<file path="src/rtl/rv_pkg.sv">
`default_nettype none
// ============================================================================
// Module      : rv_pkg
// Description : Shared RV32I decode definitions: major opcodes, immediate
//               formats and the opcode-to-immediate-format mapping.
// Revision    : 1.0 - initial release
// ============================================================================
package rv_pkg;

    localparam int XLEN = 32;

    localparam logic [6:0] OP     = 7'b0110011;
    localparam logic [6:0] OP_IMM = 7'b0010011;
    localparam logic [6:0] LOAD   = 7'b0000011;
    localparam logic [6:0] STORE  = 7'b0100011;
    localparam logic [6:0] BRANCH = 7'b1100011;
    localparam logic [6:0] JAL    = 7'b1101111;
    localparam logic [6:0] JALR   = 7'b1100111;
    localparam logic [6:0] LUI    = 7'b0110111;
    localparam logic [6:0] AUIPC  = 7'b0010111;

    typedef enum logic [2:0] {
        IMM_I = 3'd0,
        IMM_S = 3'd1,
        IMM_B = 3'd2,
        IMM_U = 3'd3,
        IMM_J = 3'd4
    } imm_type_e;

    // R-type and unknown opcodes carry no immediate; they fall back to the
    // I layout so the field is still deterministic for execute.
    function automatic imm_type_e imm_type_of(input logic [6:0] opcode);
        imm_type_e t;
        case (opcode)
            STORE:      t = IMM_S;
            BRANCH:     t = IMM_B;
            LUI, AUIPC: t = IMM_U;
            JAL:        t = IMM_J;
            default:    t = IMM_I;
        endcase
        return t;
    endfunction

endpackage
`default_nettype wire

</file>
<file path="src/rtl/imm_gen.sv">
`default_nettype none
// ============================================================================
// Module      : imm_gen
// Description : Combinational RV32I immediate generator. Selects the I/S/B/U/J
//               layout from the opcode and sign-extends from instr[31].
// Ports       : instr  in  32    instruction word
//               imm    out XLEN  sign-extended immediate
// Revision    : 1.0 - initial release
// ============================================================================
module imm_gen
    import rv_pkg::*;
#(
    parameter int XLEN = rv_pkg::XLEN
) (
    input  logic [31:0]     instr,
    output logic [XLEN-1:0] imm
);

    logic [31:0] imm32;

    always_comb begin
        imm32 = 32'd0;
        case (imm_type_of(instr[6:0]))
            IMM_S:   imm32 = {{21{instr[31]}}, instr[30:25], instr[11:7]};
            IMM_B:   imm32 = {{20{instr[31]}}, instr[7], instr[30:25], instr[11:8], 1'b0};
            IMM_U:   imm32 = {instr[31:12], 12'd0};
            IMM_J:   imm32 = {{12{instr[31]}}, instr[19:12], instr[20], instr[30:21], 1'b0};
            default: imm32 = {{21{instr[31]}}, instr[30:20]};
        endcase
        imm = XLEN'($signed(imm32));
    end

endmodule
`default_nettype wire

</file>
<file path="src/rtl/decode_stage.sv">
`default_nettype none
// ============================================================================
// Module      : decode_stage
// Description : RV32I decode / operand-fetch stage. Drives register file read
//               addresses, builds the immediate, tracks in-flight destinations
//               in a busy scoreboard (stalls on RAW/WAW), and registers the
//               decoded bundle into ID/EX behind a valid/ready handshake.
// Ports       : clk, rst                      clock, sync active-high reset
//               if_valid/if_ready/if_instr/if_pc   fetch handshake + payload
//               rf_raddr1/2 out, rf_rdata1/2 in    register file read port
//               wb_valid, wb_rd               writeback commit (clears busy)
//               flush                         kill younger work
//               ex_valid/ex_ready             ID/EX handshake
//               ex_pc, ex_instr, ex_rs1_val, ex_rs2_val, ex_imm, ex_rd, ex_wen
// Revision    : 1.0 - initial release
// ============================================================================
module decode_stage
    import rv_pkg::*;
#(
    parameter int XLEN  = rv_pkg::XLEN,
    parameter int NREGS = 32,
    localparam int RA   = $clog2(NREGS)
) (
    input  logic            clk,
    input  logic            rst,
    input  logic            if_valid,
    output logic            if_ready,
    input  logic [31:0]     if_instr,
    input  logic [XLEN-1:0] if_pc,
    output logic [RA-1:0]   rf_raddr1,
    output logic [RA-1:0]   rf_raddr2,
    input  logic [XLEN-1:0] rf_rdata1,
    input  logic [XLEN-1:0] rf_rdata2,
    input  logic            wb_valid,
    input  logic [RA-1:0]   wb_rd,
    input  logic            flush,
    output logic            ex_valid,
    input  logic            ex_ready,
    output logic [XLEN-1:0] ex_pc,
    output logic [31:0]     ex_instr,
    output logic [XLEN-1:0] ex_rs1_val,
    output logic [XLEN-1:0] ex_rs2_val,
    output logic [XLEN-1:0] ex_imm,
    output logic [RA-1:0]   ex_rd,
    output logic            ex_wen
);

    logic [6:0]       opcode;
    logic [RA-1:0]    rd, rs1, rs2;
    logic             legal, uses_rs1, uses_rs2, writes_rd;
    logic             clr_rs1, clr_rs2, clr_rd;
    logic             hazard, accept, kill_clr;
    logic [NREGS-1:0] busy, busy_next;
    logic [XLEN-1:0]  imm;

    assign opcode    = if_instr[6:0];
    assign rd        = RA'(if_instr[11:7]);
    assign rs1       = RA'(if_instr[19:15]);
    assign rs2       = RA'(if_instr[24:20]);
    assign rf_raddr1 = rs1;
    assign rf_raddr2 = rs2;

    always_comb begin
        case (opcode)
            OP, OP_IMM, LOAD, STORE, BRANCH, JAL, JALR, LUI, AUIPC: legal = 1'b1;
            default:                                                legal = 1'b0;
        endcase
        uses_rs1  = !(opcode == LUI || opcode == AUIPC || opcode == JAL);
        uses_rs2  = (opcode == OP || opcode == STORE || opcode == BRANCH);
        // Unknown opcodes must not claim a destination: execute traps them.
        writes_rd = legal && (opcode != STORE) && (opcode != BRANCH) && (rd != '0);
    end

    imm_gen #(.XLEN(XLEN)) u_imm_gen (
        .instr (if_instr),
        .imm   (imm)
    );

    // A busy bit being cleared by writeback this cycle is not a hazard: the
    // register file bypasses the write data onto rf_rdata in the same cycle.
    assign clr_rs1 = wb_valid && (wb_rd == rs1) && (rs1 != '0);
    assign clr_rs2 = wb_valid && (wb_rd == rs2) && (rs2 != '0);
    assign clr_rd  = wb_valid && (wb_rd == rd)  && (rd  != '0);

    assign hazard = if_valid && ((uses_rs1  && busy[rs1] && !clr_rs1) ||
                                 (uses_rs2  && busy[rs2] && !clr_rs2) ||
                                 (writes_rd && busy[rd]  && !clr_rd));

    assign if_ready = !flush && !hazard && (!ex_valid || ex_ready);
    assign accept   = if_valid && if_ready;

    // A stalled entry killed by flush never reaches writeback, so its busy bit
    // would otherwise never be released.
    assign kill_clr = flush && ex_valid && !ex_ready && ex_wen;

    always_comb begin
        busy_next = busy;
        if (wb_valid) begin
            busy_next[wb_rd] = 1'b0;
        end
        if (kill_clr) begin
            busy_next[ex_rd] = 1'b0;
        end
        if (accept && writes_rd) begin
            busy_next[rd] = 1'b1;
        end
        busy_next[0] = 1'b0;
    end

    always_ff @(posedge clk) begin
        if (rst) begin
            busy <= '0;
        end else begin
            busy <= busy_next;
        end
    end

    always_ff @(posedge clk) begin
        if (rst) begin
            ex_valid   <= 1'b0;
            ex_pc      <= '0;
            ex_instr   <= '0;
            ex_rs1_val <= '0;
            ex_rs2_val <= '0;
            ex_imm     <= '0;
            ex_rd      <= '0;
            ex_wen     <= 1'b0;
        end else if (flush) begin
            ex_valid <= 1'b0;
        end else if (accept) begin
            ex_valid   <= 1'b1;
            ex_pc      <= if_pc;
            ex_instr   <= if_instr;
            ex_rs1_val <= rf_rdata1;
            ex_rs2_val <= rf_rdata2;
            ex_imm     <= imm;
            ex_rd      <= rd;
            ex_wen     <= writes_rd;
        end else if (ex_valid && ex_ready) begin
            ex_valid <= 1'b0;
        end
    end

endmodule
`default_nettype wire

</file>
<file path="config.mk">
export PLATFORM = sky130hd
export DESIGN_NAME = decode_stage
export DESIGN_NICKNAME = d
export VERILOG_FILES = /design/src/rtl/rv_pkg.sv /design/src/rtl/imm_gen.sv /design/src/rtl/decode_stage.sv
export SDC_FILE = /design/constraint.sdc
export NUM_CORES = 1
export LEC_CHECK = 0
export CAP_MARGIN = 0
export CORE_MARGIN = 2
export CORE_UTILIZATION = 30
export DETAILED_ROUTE_END_ITERATION = 16
export GPL_ROUTABILITY_DRIVEN = 1
export HOLD_SLACK_MARGIN = 0.1
export PLACE_DENSITY = 0.54
export SLEW_MARGIN = 20
export SYNTH_ARGS = -nofsm -noshare
export SYNTH_HDL_FRONTEND = slang
export SYNTH_HIERARCHICAL = 1
export SYNTH_SLANG_ARGS = --single-unit
</file>
<file path="constraint.sdc">
create_clock -name clk -period 6.8 [get_ports clk]
set_input_delay 1.36 -clock clk [delete_from_list [all_inputs] [get_ports clk]]
set_output_delay 1.36 -clock clk [all_outputs]
set_load 0.01 [all_outputs]
</file>
==> impl_metrics.env, run 1 <==
export IMPL_r2r_slack_ns=3.63
export IMPL_cts_buffer_depth=2
export IMPL_crit_cells=8
export IMPL_wl_per_cell_um=18.5
export IMPL_drtAntennaViolNets=0
export IMPL_min_path_type="flop to flop"
export IMPL_met1_usage=0.250
export IMPL_worst_slack_ns=0.811
export IMPL_htree_levels=4
export IMPL_synth_top_family_by_area="multiplexers"
export IMPL_hold_viol_final=0
export IMPL_final_core_util=0.414
export IMPL_min_period_over_period=0.881
export IMPL_clkPwrFrac=0.382
export IMPL_cp_max_fo=14
export IMPL_die_h_um=187
export IMPL_core_um2=33300
export IMPL_drt_first_iter_violations=514
export IMPL_cp_required_ns=5.44
export IMPL_clock_sinks=193
export IMPL_crit_path_frequent_cell="clkdlybuf4s50_1"
export IMPL_postSynthCellCount=1135
export IMPL_power_switching_uw=736
export IMPL_clockRootBuffer="clkbuf_16"
export IMPL_fin_setup_tns_ns=0
export IMPL_critPathLaunchType="primary input"
export IMPL_ys_warn_count=6
export IMPL_ctsHoldBuffers=0
export IMPL_cts_tree="done"
export IMPL_cpLargestDelayFamily="buffers and inverters"
export IMPL_via_per_inst=4.91
export IMPL_outcome="finished clean"
export IMPL_rr_worst_depth=7
export IMPL_final_cell_mix="nand2_1 (349), clkdlybuf4s50_1 (316), dfxtp_1 (193)"
export IMPL_synth_xor_area_share=0.0113
export IMPL_syn_avg_cell_area_um2=8.88
export IMPL_die_w_um=187
export IMPL_drive_gt1_frac=0.0788
export IMPL_cts_buffers=17
export IMPL_criticalPathCategory="primary input to primary output"
export IMPL_synth_edf_count=0
export IMPL_grt_pass1_vias=8843
export IMPL_sw_frac_of_total=0.270
export IMPL_grt_first_pass_wirelength_um=52800
export IMPL_endpoint_kind="primary output"
export IMPL_ios=317
export IMPL_drv_slew=0
export IMPL_seq_power_share=0.442
export IMPL_routed_wl_um=34000
export IMPL_worstMarginPinSlew_ns=1.24
export IMPL_leakage_nw=4.97
export IMPL_synth_cell_types=64
export IMPL_timing_critical_path_buf_inv=2
export IMPL_num_rows=67
export IMPL_powerDensity_nw_per_um2=197
export IMPL_grt_usage=0.193
export IMPL_hold_ws_ns=0.454
export IMPL_grt_overflow=0
export IMPL_slowest_stage="clkdlybuf4s50_1"
export IMPL_hpwl_um=24500
export IMPL_fin_crit_ns=5.99
export IMPL_dieArea_um2=35100
export IMPL_grt_use_met3=0.0722
export IMPL_rsz0062_at_grt="false"
export IMPL_ir_drop_mv=0.166
export IMPL_max_slew_margin=0.171
export IMPL_grt_max_degree=227
export IMPL_yosys_register_bits=193
export IMPL_antenna_found_initial=0
export IMPL_io_buffers=316
export IMPL_grt_busiest_layer="met2"
export IMPL_synth_compound_area_share=0.0817
export IMPL_synth_fa_ha_area_frac=0
export IMPL_skew_ns=0.0136
export IMPL_via_count=8985
export IMPL_finalSetupViolCount=0
export IMPL_total_power_mw=2.72
export IMPL_antenna_cells=0
export IMPL_drc=0
export IMPL_insertion_delay_ns=0.45
export IMPL_floorplan_initialDensity=0.303
export IMPL_crit_chain="clkdlybuf4s50_1, mux4_2, mux2_2, nor3b_1, or4_4, nand3_1, a211oi_1, clkdlybuf4s50_1"
export IMPL_max_cap_violations=0
export IMPL_syn_num_nets=1274
export IMPL_syn2layout_area_growth_pct=36.7
export IMPL_ys_seq_area_frac=0.383
export IMPL_routabilityCongestion=0.907
export IMPL_cp_data_arrival_time_ns=4.63
export IMPL_muxShareOfSynthArea=0.227
export IMPL_async_reset_ff_frac=0
export IMPL_ys_flop_type="dfxtp_1"
export IMPL_cts_setup_buffers=0
export IMPL_drtPass1Iterations=5
export IMPL_min_path_cells=2
export IMPL_grt_use_met2=0.291
export IMPL_pre_cts_ws_ns=0.862
export IMPL_cts_clk_slew_worst_paths_ns=0.07
export IMPL_synth_simple_gate_area_frac=0.220
export IMPL_synthesis_area_um2=10100
export IMPL_p_comb_frac=0.176
export IMPL_final_common_cell="nand2_1"
export IMPL_cts_resized=0
export IMPL_nFillCells=3406
export IMPL_fin_nets=1509
export IMPL_critical_path_max_stage_delay_ns=0.96
export IMPL_max_freq_mhz=167
export IMPL_p_int_mw=1.99
## path summary, 6_finish.rpt
check                                    to          from
worst max-delay path               if_ready  if_instr[15]
worst min-delay path            ex_instr[3]   ex_instr[3]
worst max register to register    ex_pc[14]      busy[13]
worst min register to register  ex_instr[3]   ex_instr[3]
## worst register-to-register path: stages, from the launching register on
cell and delay, ns:
dfxtp_1 0.37, mux4_2 0.48, mux2_2 0.27, a221oi_1 0.27
a211o_1 0.20, and4_4 0.53, buf_12 0.65, mux2i_1 0.35
## metal layers
| metal | vias to the layer above | wire length, um |
|---|---|---|
| met4 | 0 | 978 |
| met3 | 45 | 2890 |
| met1 | 4240 | 15200 |
| met2 | 341 | 14900 |
| met5 | - | 0 |
| li1 | 4359 | - |
## logic make-up (layout without fill, tap and decap cells)
group | after synthesis | after routing
AO/OA/AOI/OAI | 103 | 103
buffers and inverters | 124 | 372
AND/OR/NAND/NOR | 495 | 495
XOR/XNOR | 13 | 13
flip-flops | 193 | 193
multiplexers | 207 | 207
## power groups by stage
| stage | registers (mW) | logic [mW] | clock network [mW] |
|---|---|---|---|
| 2_1_floorplan | 1.25 | 0.231 | 0 |
| 3_5_place_dp | 1.23 | 0.481 | 0 |
| 4_1_cts | 1.20 | 0.483 | 1.07 |
| 6_report | 1.20 | 0.480 | 1.04 |
| 5_1_grt | 1.21 | 0.517 | 1.12 |
| 3_3_place_gp | 1.23 | 0.479 | 0 |
## sequential cells by signal (all words and copies together) (netlist names)
register	count
ex_pc	32
ex_wen	1
ex_imm	32
ex_valid	1
busy	31
ex_rs1_val	32
ex_instr	32
ex_rs2_val	32
## through the flow
stage / std cells / area (um2)
floorplan: 1135 / 10100
global placement: 1799 / 13200
detailed placement: 1799 / 13200
CTS: 1831 / 13800
global route: 1831 / 13800
finish: 1831 / 13800
## cell usage after synthesis (3+ instances only)
cell type | number | area (um2)
nor2b_1 | 15 | 93.8
xor2_1 | 7 | 61.3
nand3_1 | 22 | 110
or3_1 | 4 | 25.0
buf_4 | 21 | 158
or2_2 | 24 | 150
buf_1 | 5 | 18.8
buf_6 | 5 | 56.3
nor4b_1 | 8 | 70.1
xnor2_1 | 6 | 52.6
nor2_1 | 26 | 97.6
nor3_1 | 8 | 40.0
nand4b_1 | 3 | 26.3
o21ai_0 | 13 | 65.1
or3b_2 | 7 | 61.3
nand3b_1 | 11 | 82.6
nand2_1 | 349 | 1310
inv_1 | 12 | 45.0
mux2i_1 | 176 | 1760
buf_2 | 11 | 55.1
mux2_2 | 13 | 146
o2111ai_1 | 21 | 184
clkbuf_1 | 58 | 218
buf_12 | 11 | 220
dfxtp_1 | 193 | 3860
a21o_1 | 11 | 82.6
mux4_2 | 16 | 360
nor3b_1 | 4 | 30.0
o221ai_1 | 4 | 35.0
a41o_1 | 9 | 90.1
o31ai_1 | 18 | 135
## cell type report
cell class,instances,area (um2),share of cell area
Multi-Input combinational cell,818,5440,0.395
Sequential cell,193,3860,0.280
Timing Repair Buffer,327,3270,0.237
Tap cell,448,561,0.0407
Clock buffer,21,460,0.0334
Clock inverter,11,129,0.00935
Inverter,13,56.3,0.00408
No activity file was read; power rests on OpenSTA's default activity.
==> inputs of run 2 (changes only) <==
--- a/config.mk
+++ b/config.mk
@@ -5,13 +5,13 @@
 export SDC_FILE = /design/constraint.sdc
 export NUM_CORES = 1
 export LEC_CHECK = 0
-export CAP_MARGIN = 0
+export CAP_MARGIN = 25
 export CORE_MARGIN = 2
-export CORE_UTILIZATION = 30
+export CORE_UTILIZATION = 45
 export DETAILED_ROUTE_END_ITERATION = 16
 export GPL_ROUTABILITY_DRIVEN = 1
 export HOLD_SLACK_MARGIN = 0.1
-export PLACE_DENSITY = 0.54
+export PLACE_DENSITY = 0.76
 export SLEW_MARGIN = 20
 export SYNTH_ARGS = -nofsm -noshare
 export SYNTH_HDL_FRONTEND = slang
==> run 2 against run 1 <==
  * Sequential cell count is the same
  * Largest cell class unchanged
  * Fmax decreased by 1.1%
  * Core utilization rose by 21 points
  * Critical endpoint unchanged
  * Worst hold slack gained 0.0020 ns
  * Largest power group unchanged
==> impl_metrics.env, run 2 (synthesis gave the netlist of run 1 again) <==
export IMPL_worstMarginPinSlew_ns=0.934
export IMPL_cts_buffers=17
export IMPL_finalInstanceArea_um2=13600
export IMPL_cts_setup_buffers=0
export IMPL_cts_resized=0
export IMPL_ir_drop_mv=0.148
export IMPL_drtAntennaViolNets=0
export IMPL_hold_viol_final=0
export IMPL_fin_crit_ns=6.05
export IMPL_hold_ws_ns=0.456
export IMPL_insertion_delay_ns=0.44
export IMPL_cts_buffer_depth=2
export IMPL_via_per_inst=5.50
export IMPL_cp_required_ns=5.44
export IMPL_die_h_um=154
export IMPL_ctsHoldBuffers=0
export IMPL_finalSetupViolCount=0
export IMPL_outcome="finished clean"
export IMPL_drc=0
export IMPL_drtPass1Iterations=5
export IMPL_clockRootBuffer="clkbuf_16"
export IMPL_grt_pass1_vias=8813
export IMPL_grt_first_pass_wirelength_um=50100
export IMPL_wl_met2_um=15200
export IMPL_fin_setup_tns_ns=0
export IMPL_via_count=9173
export IMPL_nFillCells=1868
export IMPL_dieArea_um2=23600
export IMPL_skew_ns=0.0124
export IMPL_grt_overflow=0
export IMPL_cp_data_arrival_time_ns=4.69
export IMPL_routed_wl_um=32300
export IMPL_wl_met3_um=3140
export IMPL_grt_usage=0.268
export IMPL_max_cap_violations=0
export IMPL_criticalPathCategory="primary input to primary output"
export IMPL_min_path_type="flop to flop"
export IMPL_drive_gt1_frac=0.0823
export IMPL_antenna_found_initial=2
export IMPL_io_buffers=316
export IMPL_max_slew_margin=0.376
export IMPL_powerDensity_nw_per_um2=201
export IMPL_cp_max_fo=16
export IMPL_rsz0062_at_grt="false"
export IMPL_endpoint_kind="primary output"
export IMPL_fin_nets=1512
export IMPL_final_cell_mix="nand2_1 (349), clkdlybuf4s50_1 (316), dfxtp_1 (193)"
export IMPL_drt_met1_wl_um=13000
export IMPL_clock_sinks=193
export IMPL_wl_per_cell_um=19.4
export IMPL_ios=317
export IMPL_post_dp_cell_area_um2=13000
export IMPL_routabilityCongestion=0.973
export IMPL_core_um2=21900
export IMPL_leakage_nw=5.01
export IMPL_syn2layout_area_growth_pct=35.2
export IMPL_htree_levels=4
export IMPL_drt_first_iter_violations=799
export IMPL_cts_clk_slew_worst_paths_ns=0.07
export IMPL_critPathLaunchType="primary input"
export IMPL_grt_max_degree=121
export IMPL_num_rows=54
export IMPL_cts_tree="done"
export IMPL_die_w_um=154
export IMPL_hpwl_um=23400
export IMPL_floorplan_initialDensity=0.461
export IMPL_min_period_over_period=0.890
export IMPL_top_layer_used="met4"
export IMPL_final_common_cell="nand2_1"
export IMPL_max_freq_mhz=165
export IMPL_drv_slew=0
-- run 2: path summary, 6_finish.rpt --
kind	start	end	slack [ns]	cells past startpoint
min reg2reg	ex_instr[24]	ex_instr[24]	0.46	2
min	ex_instr[24]	ex_instr[24]	0.46	2
max	if_instr[15]	if_ready	0.75	8
max reg2reg	busy[23]	ex_rs2_val[3]	3.61	7
-- run 2: power by group --
part	switching, mW	internal [mW]
clock	0.500	0.563
combinational	0.233	0.243
sequential	0.0266	1.18
-- run 2: layer usage --
metal  global-route usage  vias up
li1                     -     4357
met1                0.338     4256
met2                0.431      489
met3               0.0784       71
met4                0.110        0
met5                    0        -
-- run 2: metrics by stage --
| stage | power (mW) | std cells | util | worst slack, ns |
|---|---|---|---|---|
| floorplan | 1.48 | 1135 | - | 2.34 |
| global placement | 1.69 | 1633 | 0.594 | 0.856 |
| detailed placement | 1.70 | 1634 | 0.594 | 0.818 |
| CTS | 2.76 | 1665 | 0.622 | 0.808 |
| global route | 2.84 | 1667 | 0.623 | 0.608 |
| finish | 2.74 | 1667 | 0.623 | 0.747 |
-- run 2: critical path: stages --
cell	delay [ns]
clkdlybuf4s50_1	0.99
mux4_2	0.58
mux2_2	0.28
nor3b_1	0.27
or4_4	0.21
nand3_1	0.14
a211oi_1	0.28
clkdlybuf4s50_1	0.57
-- run 2: layout make-up --
| type | count | area (um2) | area share |
|---|---|---|---|
| Tap cell | 280 | 350 | 0.0257 |
| Multi-Input combinational cell | 818 | 5450 | 0.400 |
| Antenna cell | 2 | 5.00 | 0.000367 |
| Sequential cell | 193 | 3860 | 0.283 |
| Clock inverter | 14 | 191 | 0.0140 |
| Inverter | 13 | 56.3 | 0.00413 |
| Timing Repair Buffer | 330 | 3290 | 0.241 |
| Clock buffer | 17 | 425 | 0.0312 |
